`config.mk`:
```
export PLATFORM = sky130hd
export DESIGN_NAME = piso_serializer
export DESIGN_NICKNAME = d
export VERILOG_FILES = /design/src/rtl/shift_reg_pkg.sv /design/src/rtl/shift_core.sv /design/src/rtl/piso_serializer.sv
export SDC_FILE = /design/constraint.sdc
export NUM_CORES = 1
export LEC_CHECK = 0
export CAP_MARGIN = 20
export CORE_AREA = 10 10 47 49
export DETAILED_ROUTE_END_ITERATION = 16
export DIE_AREA = 0 0 57 59
export DONT_BUFFER_PORTS = 1
export PLACE_DENSITY_LB_ADDON = 0.15
export SYNTH_ARGS = -nofsm -noshare
export SYNTH_HDL_FRONTEND = slang
export SYNTH_SLANG_ARGS = --single-unit
```
`constraint.sdc`:
```
create_clock -name clk -period 1.47 [get_ports clk]
set_clock_uncertainty 0.05 [all_clocks]
set_input_delay 0.3675 -clock clk [delete_from_list [all_inputs] [get_ports clk]]
set_output_delay 0.3675 -clock clk [all_outputs]
set_load 0.01 [all_outputs]
```
`src/rtl/shift_reg_pkg.sv`:
```
// Shared types and helpers for the team's shift-register family
// (PISO, SIPO and PIPO blocks).
package shift_reg_pkg;

  localparam int DEFAULT_WIDTH = 4;

  typedef enum logic [1:0] {
    IDLE,
    SHIFT,
    PARITY
  } state_t;

  // Index of the bit that leaves the register first.
  function automatic int first_bit_idx(input bit msb_first, input int width);
    return msb_first ? width - 1 : 0;
  endfunction

endpackage

```
`src/rtl/shift_core.sv`:
```
// WIDTH-bit register with parallel load and a one-position shift in either
// direction; vacated positions fill with 0. Load has priority over shift.
module shift_core
  import shift_reg_pkg::*;
#(
  parameter int WIDTH = DEFAULT_WIDTH
) (
  input  logic             clk,
  input  logic             clear,
  input  logic             load_en,
  input  logic             shift_en,
  input  logic             dir_left,
  input  logic [WIDTH-1:0] load_data,
  output logic [WIDTH-1:0] data_q
);

  logic [WIDTH-1:0] data_d;

  always_comb begin
    data_d = data_q;
    if (load_en) begin
      data_d = load_data;
    end else if (shift_en) begin
      data_d = dir_left ? {data_q[WIDTH-2:0], 1'b0} : {1'b0, data_q[WIDTH-1:1]};
    end
  end

  always_ff @(posedge clk or negedge clear) begin
    if (!clear) begin
      data_q <= '0;
    end else begin
      data_q <= data_d;
    end
  end

endmodule

```
`src/rtl/piso_serializer.sv`:
```
// Parallel-in serial-out converter with load/ready handshake and valid/last
// framing. Define PISO_PARITY_EN to append an even-parity bit to each frame.
module piso_serializer
  import shift_reg_pkg::*;
#(
  parameter int WIDTH     = DEFAULT_WIDTH,
  parameter bit MSB_FIRST = 1'b1
) (
  input  logic             clk,
  input  logic             clear,
  input  logic             load,
  input  logic [WIDTH-1:0] p_in,
  output logic             ready,
  output logic             s_out,
  output logic             s_valid,
  output logic             s_last
);

  localparam int CNT_W = $clog2(WIDTH);
  localparam int FIRST = first_bit_idx(MSB_FIRST, WIDTH);
  localparam logic [CNT_W-1:0] LAST_CNT = CNT_W'(WIDTH - 1);

  state_t           state_q, state_d;
  logic [CNT_W-1:0] cnt_q, cnt_d;
  logic             ready_q, ready_d;
  logic             valid_q, valid_d;
  logic             last_q, last_d;
  logic             load_en, shift_en;
  logic             accept;
  logic             next_is_last;
  logic [WIDTH-1:0] shreg_q;
`ifdef PISO_PARITY_EN
  logic             parity_q, parity_d;
`endif

  assign accept       = load && ready_q;
  assign next_is_last = ((cnt_q + CNT_W'(1)) == LAST_CNT);

  shift_core #(
    .WIDTH(WIDTH)
  ) u_core (
    .clk      (clk),
    .clear    (clear),
    .load_en  (load_en),
    .shift_en (shift_en),
    .dir_left (MSB_FIRST),
    .load_data(p_in),
    .data_q   (shreg_q)
  );

  always_comb begin
    state_d  = state_q;
    cnt_d    = cnt_q;
    ready_d  = ready_q;
    valid_d  = valid_q;
    last_d   = last_q;
    load_en  = 1'b0;
    shift_en = 1'b0;
`ifdef PISO_PARITY_EN
    parity_d = parity_q;
`endif
    case (state_q)
      SHIFT: begin
        shift_en = 1'b1;
        if (cnt_q == LAST_CNT) begin
`ifdef PISO_PARITY_EN
          state_d = PARITY;
          ready_d = 1'b1;
          last_d  = 1'b1;
`else
          state_d = IDLE;
          cnt_d   = '0;
          ready_d = 1'b1;
          valid_d = 1'b0;
          last_d  = 1'b0;
`endif
        end else begin
          cnt_d = cnt_q + CNT_W'(1);
`ifdef PISO_PARITY_EN
          ready_d = 1'b0;
          last_d  = 1'b0;
`else
          ready_d = next_is_last;
          last_d  = next_is_last;
`endif
        end
      end
`ifdef PISO_PARITY_EN
      PARITY: begin
        state_d = IDLE;
        cnt_d   = '0;
        ready_d = 1'b1;
        valid_d = 1'b0;
        last_d  = 1'b0;
      end
`endif
      default: begin
        state_d = IDLE;
        ready_d = 1'b1;
        valid_d = 1'b0;
        last_d  = 1'b0;
      end
    endcase
    // Accept is only possible on the final cycle of a frame or in IDLE, so it
    // overrides the end-of-frame decision to give a gap-free reload.
    if (accept) begin
      state_d  = SHIFT;
      cnt_d    = '0;
      load_en  = 1'b1;
      shift_en = 1'b0;
      ready_d  = 1'b0;
      valid_d  = 1'b1;
      last_d   = 1'b0;
`ifdef PISO_PARITY_EN
      parity_d = ^p_in;
`endif
    end
  end

  always_ff @(posedge clk or negedge clear) begin
    if (!clear) begin
      state_q  <= IDLE;
      cnt_q    <= '0;
      ready_q  <= 1'b1;
      valid_q  <= 1'b0;
      last_q   <= 1'b0;
`ifdef PISO_PARITY_EN
      parity_q <= 1'b0;
`endif
    end else begin
      state_q  <= state_d;
      cnt_q    <= cnt_d;
      ready_q  <= ready_d;
      valid_q  <= valid_d;
      last_q   <= last_d;
`ifdef PISO_PARITY_EN
      parity_q <= parity_d;
`endif
    end
  end

  always_comb begin
    s_out = 1'b0;
    case (state_q)
      SHIFT:   s_out = shreg_q[FIRST];
`ifdef PISO_PARITY_EN
      PARITY:  s_out = parity_q;
`endif
      default: s_out = 1'b0;
    endcase
  end

  assign ready   = ready_q;
  assign s_valid = valid_q;
  assign s_last  = last_q;

endmodule

```
==> results.sh <==
export IMPL_run_status="completed"
export IMPL_max_stage_delay_ns=0.46
export IMPL_grt_max_degree=10
export IMPL_initialDrtViolationCount=1
export IMPL_num_vias=295
export IMPL_core_sq_um=1400
export IMPL_layout_commonest_cell="dfrtp_1"
export IMPL_post_cts_setup_buffers=0
export IMPL_tritoncts="built"
export IMPL_cts_buffer_depth=2
export IMPL_synth_seq_cells=9
export IMPL_drv_cap=0
export IMPL_min_period_ns=1.32
export IMPL_diodes=0
export IMPL_cp_depth=1
export IMPL_ys_types=18
export IMPL_finalHoldViolations=0
export IMPL_fmax_mhz=757
export IMPL_area_growth_syn_to_layout_pct=13.2
export IMPL_synth_area_sq_um=437
export IMPL_crit_slowest_cell="dfrtp_2"
export IMPL_layout_area_seq_sq_um=228
export IMPL_ir_drop_mv=0.890
export IMPL_grt_overflow_total=0
export IMPL_ys_seq_area_frac=0.519
export IMPL_power_frac_seq=0.480
export IMPL_cts_htree_levels=1
export IMPL_die_area_sq_um=3360
export IMPL_worstPathArrival_ns=0.90
export IMPL_wl_per_cell_um=14.1
export IMPL_multi_input_area_sq_um=199
export IMPL_grt_usage=0.0588
export IMPL_initial_core_util=0.312
export IMPL_p_int_w=0.000649
export IMPL_grt_pass1_vias=299
export IMPL_clk_pin_slew_worst_paths_ns=0.06
export IMPL_clockRootBuffer="clkbuf_4"
export IMPL_finalNetCount=55
export IMPL_crit_chain="and2_1"
export IMPL_die_width_um=57
export IMPL_cts_sinks=9
export IMPL_ant_nets=0
export IMPL_grt_antenna_before_repair=0
export IMPL_p_switching_w=0.000353
export IMPL_p_leak_nw=0.234
export IMPL_wl_um=846
export IMPL_worstHoldPathCells=2
export IMPL_path_buf_inv=0
export IMPL_cts_inserted_buffers=3
export IMPL_maxSlewViolCount=0
export IMPL_crit_fanout=7
export IMPL_combPwrFrac=0.336
export IMPL_synthCells=39
export IMPL_worst_setup_path_start_kind="register"
export IMPL_setup_tns_ns=0
export IMPL_place_hpwl_um=692
export IMPL_gp_congestion=0.795
export IMPL_cp_end_kind="output pin"
export IMPL_post_drt_via_cell_ratio=4.92
export IMPL_final_cell_mix="dfrtp_1 (7), nand3_1 (4), o21ai_1 (4)"
export IMPL_finalCritPeriodShare=0.899
export IMPL_die_h_um=59
export IMPL_required_ns=1.05
export IMPL_n_fill_cell=143
export IMPL_hold_class="in2reg"
export IMPL_ios=11
export IMPL_dpl_cell_area_sq_um=457
export IMPL_syn_area_per_cell_sq_um=11.2
export IMPL_cp_top_family="flip-flops"
export IMPL_fin_hold_ws_ns=0.199
export IMPL_rr_worst_depth=3
export IMPL_first_pass_iters=3
export IMPL_syn_nets=49
export IMPL_setup_viol=0
export IMPL_maxSlewHeadroom=0.720
export IMPL_clock_latency_ns=0.25
export IMPL_power_w=0.00100
export IMPL_yosys_warnings=0
export IMPL_drive_gt1_frac=0.182
export IMPL_worst_slew_pin_transition_ns=0.418
export IMPL_port_buffers=0
export IMPL_pwr_share_clk=0.184
export IMPL_sw_frac_of_total=0.352
export IMPL_powerDensity_nw_per_um2=2030
export IMPL_core_rowCount=14
export IMPL_post_route_util=0.353
export IMPL_rsz0062_at_grt="false"
export IMPL_grt_pass1_wl_um=1420
export IMPL_fin_area_sq_um=494
export IMPL_drc=0
export IMPL_critPathKind="reg2out"
-- cells in the mapped netlist --
master / n / area share
nand2b_1: 3 / 0.043
or3b_1: 1 / 0.020
dfrtp_1: 8 / 0.46
dfstp_2: 1 / 0.060
nand3_1: 4 / 0.046
a21oi_2: 1 / 0.020
buf_4: 1 / 0.017
and2_1: 2 / 0.029
nand2b_2: 1 / 0.020
mux2i_1: 3 / 0.069
ha_1: 3 / 0.086
a21oi_1: 1 / 0.011
inv_1: 1 / 0.0086
o21ai_1: 4 / 0.046
or2b_1: 1 / 0.017
nand2_1: 2 / 0.017
and3_1: 1 / 0.014
o21a_1: 1 / 0.017
-- state kept, by name, summed over array words and instances (netlist names) --
name	count
s_last	1
s_valid	1
cnt_q	2
ready	1
u_core.data_q	4
-- metrics by stage --
stage	std cells	worst slack, ns
after floorplan	39	0.273
after global placement	55	0.251
after detailed placement	55	0.223
after CTS	60	0.0694
after global routing	60	0.0847
final	60	0.149
-- worst paths after layout --
kind	startpoint	endpoint	slack, ns
hold reg to reg	u_core.data_q[0]	u_core.data_q[0]	0.49
setup / recovery	s_valid	s_out	0.15
min in group asynchronous	clear	u_core.data_q[3]	0.43
max in group asynchronous	clear	ready	0.62
setup reg to reg	cnt_q[1]	cnt_q[0]	0.21
hold / removal	p_in[3]	u_core.data_q[3]	0.20
-- logic make-up after synthesis --
family                     synth area share
buffers and inverters                0.0258
adders and majority gates            0.0860
and+or+nand+nor                       0.206
DFF                                   0.519
AOI/OAI and AO/OA                    0.0946
muxes                                0.0688
-- area by class of cell --
cell class,count,area share
Sequential cell,9,0.461
Inverter,1,0.00759
Multi-Input combinational cell,28,0.403
Clock buffer,4,0.0532
Tap cell,16,0.0405
Timing Repair Buffer,2,0.0354
-- power by group through the flow --
stage / Sequential (W) / Clock (W) / Combinational [W]
finish: 0.000481 / 0.000185 / 0.000337
CTS: 0.000479 / 0.000197 / 0.000346
global placement: 0.000483 / 0 / 0.000325
detailed placement: 0.000484 / 0 / 0.000335
floorplan: 0.000449 / 0 / 0.000294
global route: 0.000504 / 0.000214 / 0.000392
-- routing by layer --
layer,part of all wire,global-route usage,vias to the layer above
li1,-,-,143
met1,0.41,0.0620,139
met2,0.46,0.0822,11
met3,0.11,0.0408,2
met4,0.020,0.0403,0
met5,0,0,-
-- what timing repair did --
action | 4_1_cts | 5_1_grt
hold endpoints to repair | 9 | 0
gates resized for setup | 0 | 1
hold buffers | 1 | 0
setup endpoints to repair | 0 | 1
No activity file was read; power rests on OpenSTA's default activity.
